<file path="src/rtl/mips_fetch_stage.sv">
// MIPS instruction-fetch stage: owns the PC, applies redirects, honours stall/flush
// and registers instruction, PC+4 and a valid bit into the IF/ID boundary.
//
// state  | meaning
// -------+-------------------------------------------------------------
// S_BOOT | first cycle after reset, IF/ID gets a bubble, PC holds
// S_RUN  | normal fetch with redirect > flush > stall > fetch priority
// S_HALT | HALT_WORD was latched, PC frozen, bubbles until reset
module mips_fetch_stage #(
    parameter logic [31:0] RESET_PC  = 32'h0000_0000,
    parameter int          IMEM_AW   = 8,
    parameter logic [31:0] HALT_WORD = 32'hFFFF_FFFF
) (
    input  logic               clk,
    input  logic               reset,
    input  logic               stall,
    input  logic               flush,
    input  logic               branch_taken,
    input  logic [31:0]        branch_target,
    input  logic               jump,
    input  logic [31:0]        jump_target,
    output logic [IMEM_AW-1:0] imem_addr,
    input  logic [31:0]        imem_rdata,
    output logic [31:0]        if_id_instruction,
    output logic [31:0]        if_id_pc_plus4,
    output logic               if_id_valid,
    output logic [31:0]        pc,
    output logic               halted,
    output logic [15:0]        fetch_count,
    output logic [15:0]        bubble_count
);

    typedef enum logic [1:0] {
        S_BOOT = 2'd0,
        S_RUN  = 2'd1,
        S_HALT = 2'd2
    } state_t;

    localparam logic [31:0] INSN_NOP = 32'h0000_0000;

    state_t      state;
    logic [31:0] pc_plus4;
    logic        redirect;
    logic [31:0] redirect_target;

    function automatic logic [15:0] sat_inc(input logic [15:0] v);
        return (v == 16'hFFFF) ? v : v + 16'd1;
    endfunction

    assign pc_plus4  = pc + 32'd4;
    assign redirect  = jump | branch_taken;
    assign imem_addr = pc[IMEM_AW+1:2];
    assign halted    = (state == S_HALT);

    // jump outranks branch; targets are forced word-aligned
    always_comb begin
        redirect_target = jump ? jump_target : branch_target;
        redirect_target = redirect_target & 32'hFFFF_FFFC;
    end

    always_ff @(posedge clk or posedge reset) begin
        if (reset) begin
            state             <= S_BOOT;
            pc                <= RESET_PC;
            if_id_instruction <= INSN_NOP;
            if_id_pc_plus4    <= 32'h0;
            if_id_valid       <= 1'b0;
            fetch_count       <= 16'h0;
            bubble_count      <= 16'h0;
        end else begin
            case (state)
                S_BOOT: begin
                    if_id_instruction <= INSN_NOP;
                    if_id_valid       <= 1'b0;
                    bubble_count      <= sat_inc(bubble_count);
                    state             <= S_RUN;
                end
                S_RUN: begin
                    if (redirect) begin
                        pc                <= redirect_target;
                        if_id_instruction <= INSN_NOP;
                        if_id_valid       <= 1'b0;
                        bubble_count      <= sat_inc(bubble_count);
                    end else if (flush) begin
                        if (!stall) begin
                            pc <= pc_plus4;
                        end
                        if_id_instruction <= INSN_NOP;
                        if_id_valid       <= 1'b0;
                        bubble_count      <= sat_inc(bubble_count);
                    end else if (!stall) begin
                        pc                <= pc_plus4;
                        if_id_instruction <= imem_rdata;
                        if_id_pc_plus4    <= pc_plus4;
                        if_id_valid       <= 1'b1;
                        fetch_count       <= sat_inc(fetch_count);
                        if (imem_rdata == HALT_WORD) begin
                            state <= S_HALT;
                        end
                    end
                end
                S_HALT: begin
                    if_id_instruction <= INSN_NOP;
                    if_id_valid       <= 1'b0;
                    bubble_count      <= sat_inc(bubble_count);
                end
                default: begin
                    state <= S_BOOT;
                end
            endcase
        end
    end

endmodule

</file>
<file path="config.mk">
export PLATFORM = sky130hd
export DESIGN_NAME = mips_fetch_stage
export DESIGN_NICKNAME = d
export VERILOG_FILES = /design/src/rtl/mips_fetch_stage.sv
export SDC_FILE = /design/constraint.sdc
export NUM_CORES = 1
export LEC_CHECK = 0
export BUFFER_PORTS_ARGS = -buffer_cell sky130_fd_sc_hd__buf_2
export CAP_MARGIN = 20
export CORE_MARGIN = 10
export CORE_UTILIZATION = 50
export DETAILED_ROUTE_END_ITERATION = 6
export PLACE_DENSITY = 0.83
export SLEW_MARGIN = 20
export SYNTH_ARGS = -nofsm -noshare
export SYNTH_HDL_FRONTEND = slang
export SYNTH_SLANG_ARGS = --single-unit
</file>
<file path="constraint.sdc">
create_clock -name clk -period 9.8 [get_ports clk]
set_clock_uncertainty 0.15 [all_clocks]
set_input_delay 0.49 -clock clk [delete_from_list [all_inputs] [get_ports clk]]
set_output_delay 0.49 -clock clk [all_outputs]
set_load 0.03 [all_outputs]
</file>
After elaboration in Yosys (flattened, before gate mapping)
Cells that the tools add are included.
- add/sub/neg operators: 3
- reductions and logical operators: 9
- bitwise gates (word level): 6
- eq/ne operators: 12
- multiplexer cells: 20
- operator list (kind ; count):
    two-way mux 32 bit ; 6
    one-hot mux 32 bit (2 select lines) ; 1
    two-way mux 16 bit ; 3
    adder 16 x 1 -> 16 bit (second input constant) ; 2
    adder 32 x 3 -> 32 bit (second input constant) ; 1
    equality test 16 bit (second input constant) ; 2
    equality test 32 bit (second input constant) ; 1
    one-hot mux 16 bit (2 select lines) ; 1
    AND reduction 5 bit ; 2
    two-way mux 2 bit ; 4
    inequality test 2 bit (second input constant) ; 4
    one-hot mux 2 bit (3 select lines) ; 1
    AND reduction 2 bit ; 3
    NOT 1 bit ; 5
    inequality test 4 bit (second input constant) ; 1
    AND reduction 4 bit ; 1
    two-way mux 1 bit ; 3
    inequality test 3 bit (second input constant) ; 1
    equality test 2 x 1 -> 1 bit (second input constant) ; 1
    equality test 2 bit (second input constant) ; 1
    logical NOT 2 bit ; 1
    inequality test 2 x 1 -> 1 bit (second input constant) ; 1
    one-hot mux 1 bit (2 select lines) ; 1
    nonzero test 2 bit ; 1
    other kinds (2) ; 2
- bits in registers: 131
- input bits: 102
- logic and storage cells: 57

Logic depth before layout (Yosys ltp)
- word-level depth: 6
- gate-level depth with buffers: 8
- mapped depth without buffers: 6

Worst setup path before layout
Ideal clock, no wire load.
- kind: reg2reg
- start: register pc[2]
- end: register pc[26]
- path buffers: 1
- arrival: 2129 ps
- cell stages (with the launch flop): 8
- period minus slack after synthesis: 2411 ps
- slack: 7389 ps
- setup time: 132 ps
- cells stage by stage: dfrtp_1 ha_1 nand3_2 or4_1 buf_6 nor3_4 o21ai_0 o2bb2ai_1
- word-level cells in the longest chain between the ends: 3
- RTL lines (element ; line ; source):
    start, declared ; 27 ; output logic [31:0] pc,
    start signal, assigned ; 80 ; pc <= redirect_target;
    start signal, assigned ; 86 ; pc <= pc_plus4;
    start signal, assigned ; 92 ; pc <= pc_plus4;
    adder 32 x 3 -> 32 bit ; 50 ; assign pc_plus4 = pc + 32'd4;
    two-way mux 32 bit ; 85, 91 ;
    two-way mux 32 bit ; 79 ; if (redirect) begin
Every way passes these cells. The select of a mux whose other input is x is not followed.
A chain may end at the register's enable or synchronous reset.

Worst setup path in the final report
- start: register pc[2]
- end: register pc[30]
The elaborated chain is that of the path after synthesis.

==> out/metrics.yaml <==
cts:
  ctsHoldBuffers: 0
  cts_sinks: 127
  cts_resized: 0
  cts_max_path_buffers: 2
  htreeDepth: 4
  cts_buffers: 17
  root_buffer: "clkbuf_16"
  clk_latency_ns: 0.41
  post-cts-setup-buffers: 0
  cts_tree: "built"
  clk_pin_slew_ns: 0.06
floorplan:
  pin_count: 240
  die_h_um: 134
  core_um2: 12600
  initial_core_util_pct: 51.1
  die_area_um2: 17800
  die_w_um: 134
  fp-row-count: 41
routing:
  dr.pass1.iters: 6
  vias_per_cell: 5.73
  vias: 5886
  drt-total-wl_um: 20100
  drcViolationCount: 0
  wl_per_cell_um: 19.5
  postRouteAntennaNets: 0
  drt-initial-drc-count: 518
critical_path:
  crit_type: "register to register"
  path_buf_inv: 0
  r2r-start: "pc[2]"
  end_kind: "register"
  cp.required_ns: 9.97
  cp_top_family: "simple AND/OR/NAND/NOR gates"
  max_stage_delay_ns: 0.87
  cp-start-kind: "register"
  crit_chain: "ha_1 -> nand3_2 -> or4_1 -> nor3_4 -> a222oi_1 -> o2bb2ai_1"
  worst-path-max-fanout: 10
  critPathArrivalTime_ns: 2.97
  cpMaxStageDelayCell: "or4_1"
  cp-startpoint: "pc[2]"
timing:
  period_needed_ns: 2.80
  finalSetupTns_ns: 0
  finalMaxSlewViolations: 0
  fin_crit_sh_pct: 28.5
  max_freq_mhz: 357
  worst_slew_pin_slew_ns: 1.05
  relSlewSlack_pct: 29.4
  setup_ws_ns: 7.00
  rsz0062_at_grt: "false"
  finalHoldViolations: 0
  setup_viol_count_final: 0
pwr:
  p_comb_share_pct: 23.2
  swShare_pct: 33.0
  p_leak_uw: 0.00407
  p_int_uw: 1190
  netSwitchingPower_uw: 588
  pwr-share-clk_pct: 39.1
  power_frac_seq_pct: 37.7
  p_per_area_nw_per_um2: 215
  ir_drop_v: 0.000161
global_route:
  first_global_vias: 5993
  grt_overflow_total: 0
  grt_max_degree: 68
  grt_pass1_wl_um: 32200
  grt_antenna_before_repair: 0
  track_usage_pct: 22.2
job:
  maxCapViolCount: 0
final_layout:
  nets: 947
  fill_cells: 1071
  n_antenna_cell: 0
  area_growth_pct: 28.2
  drive_above_1_share_pct: 34.7
synthesis:
  synth.top_cell.area_share_pct: 49.3
  ys_ff_latch: 127
  synth_edf_count: 0
  synthDistinctLibCells: 55
  synth_cells: 633
  synth_top_cells_by_area: "dfrtp_1 (49%), xnor2_1 (5.8%), a22o_1 (4.9%)"
  seq_area_frac_synth_pct: 49.3
  synth_top_cell_by_area: "dfrtp_1"
  syn_avg_cell_area_um2: 10.2
  synth_top_flop_cell: "dfrtp_1"
  synth_area_um2: 6440
  ys_async_sr_fraction_pct: 100
  ys.warnings.count: 0
run_status:
  outcome: "finished clean"
placement:
  dp_slack_ns: 6.73
  portBuffers: 231
  finalWeightedCongestion: 0.858
  dpl.hpwl_um: 14400
worst_hold_path:
  holdCritPathClass: "input port to asynchronous set/reset pin"
-- synth_stat cells, types with 2 or more instances --
cell and count:
a22o_1 36, a222oi_1 14, and2_1 2, clkbuf_1 27, o21ai_1 3, xor2_1 14
mux2_2 3, or2_2 2, nor2b_1 4, nor2_1 34, nor4_4 2, nand4_1 21
mux2i_1 2, and3_1 6, ha_1 3, dfrtp_1 127, nand4b_1 2, a21oi_1 19
o21ai_0 61, a221oi_1 2, nand3_2 3, o22ai_1 3, nor4_1 5, o21ai_2 4
and4_1 9, nor4_2 2, o2bb2ai_1 17, xnor2_1 43, nand3_1 19, nor3_4 4
nand2_1 74, buf_6 5, nor4b_4 2, buf_1 2, buf_2 3, nor3_1 12
o31a_1 3, inv_1 8, a211oi_1 3, a22oi_1 2, buf_4 12
-- final timing paths --
path                                         end  slack [ns]  depth (start not counted)
max                                       pc[30]        7.00                          6
min reg2reg                    if_id_pc_plus4[4]        0.32                          2
min                        if_id_instruction[16]        0.05                          2
max reg2reg                               pc[30]        7.00                          6
min in group clk            if_id_instruction[0]        0.17                          2
max in group asynchronous                 pc[21]        8.09                          3
-- registers in the layout (all words and copies together), names as in the netlist --
signal / cells
bubble_count: 16
pc: 30
if_id_pc_plus4: 30
state: 2
fetch_count: 16
if_id_valid: 1
if_id_instruction: 32
-- layout by cell type, fill, tap and decap left out, drive strengths merged, types with 2 or more instances in the layout --
| master | n |
|---|---|
| a222oi | 14 |
| ha | 3 |
| nand3 | 22 |
| nor2 | 34 |
| clkbuf | 21 |
| nand4b | 2 |
| buf | 236 |
| xnor2 | 43 |
| dfrtp | 127 |
| nor4b | 3 |
| and2 | 2 |
| nor2b | 4 |
| inv | 8 |
| clkinv | 4 |
| o21ai | 68 |
| o22ai | 3 |
| nand4 | 21 |
| a22oi | 2 |
| nand2 | 74 |
| xor2 | 14 |
| a22o | 36 |
| clkinvlp | 2 |
| conb | 4 |
| mux2 | 3 |
| nor3 | 16 |
| or2 | 3 |
| o2bb2ai | 17 |
| mux2i | 2 |
| or3 | 2 |
| a21oi | 19 |
| and4 | 10 |
| o31a | 3 |
| a221oi | 2 |
| a211oi | 3 |
| and3 | 6 |
| bufinv | 5 |
| nor4 | 9 |
-- cell families after synthesis --
kind of cell | share of synthesized area (%)
buf+inv | 4.66
other cells | 0.0582
mux | 0.835
simple gates | 18.3
flops | 49.3
xor+xnor | 7.75
compound gates | 18.5
fa+ha+maj | 0.582
-- stage by stage --
stage	utilization (%)	cell area (µm²)	total power [µW]	hold WS, ns	instances
detailed placement	60.3	7610	1090	0.314	995
finish	65.5	8270	1780	0.0544	1027
global placement	60.3	7610	1080	0.306	995
floorplan	-	6460	946	0.350	636
global route	65.5	8270	1850	0.121	1027
CTS	65.5	8260	1790	0.0839	1027
-- cell type report --
| class | count | area (µm²) | area share [%] |
|---|---|---|---|
| Clock buffer | 21 | 470 | 5.69 |
| Inverter | 8 | 32.5 | 0.394 |
| Tap cell | 172 | 215 | 2.60 |
| Sequential cell | 127 | 3180 | 38.4 |
| Clock inverter | 11 | 185 | 2.24 |
| Multi-Input combinational cell | 452 | 2990 | 36.2 |
| Timing Repair Buffer | 236 | 1190 | 14.4 |
-- power groups by stage --
stage / clock network [µW] / logic [µW] / registers (µW)
6_report: 696 / 413 / 670
5_1_grt: 726 / 446 / 682
4_1_cts: 703 / 418 / 669
3_5_place_dp: 0 / 415 / 676
3_3_place_gp: 0 / 408 / 673
2_1_floorplan: 0 / 149 / 797
-- routing by layer --
layer / share of wire (%) / routed length [µm] / global-route usage [%] / vias up
met3: 6.1 / 1220 / 6.02 / 22
met5: 0 / 0 / 0 / -
met2: 51 / 10200 / 37.1 / 231
met4: 1.4 / 288 / 6.23 / 0
met1: 42 / 8330 / 27.5 / 2903
li1: - / - / - / 2730
-- worst register-to-register path: stages, from the launching register on --
cell       delay [ns]
dfrtp_1          0.57
ha_1             0.27
nand3_2          0.17
or4_1            0.87
nor3_4           0.34
a222oi_1         0.12
o2bb2ai_1        0.21
Note: power is estimated with default switching activity, not from simulation.
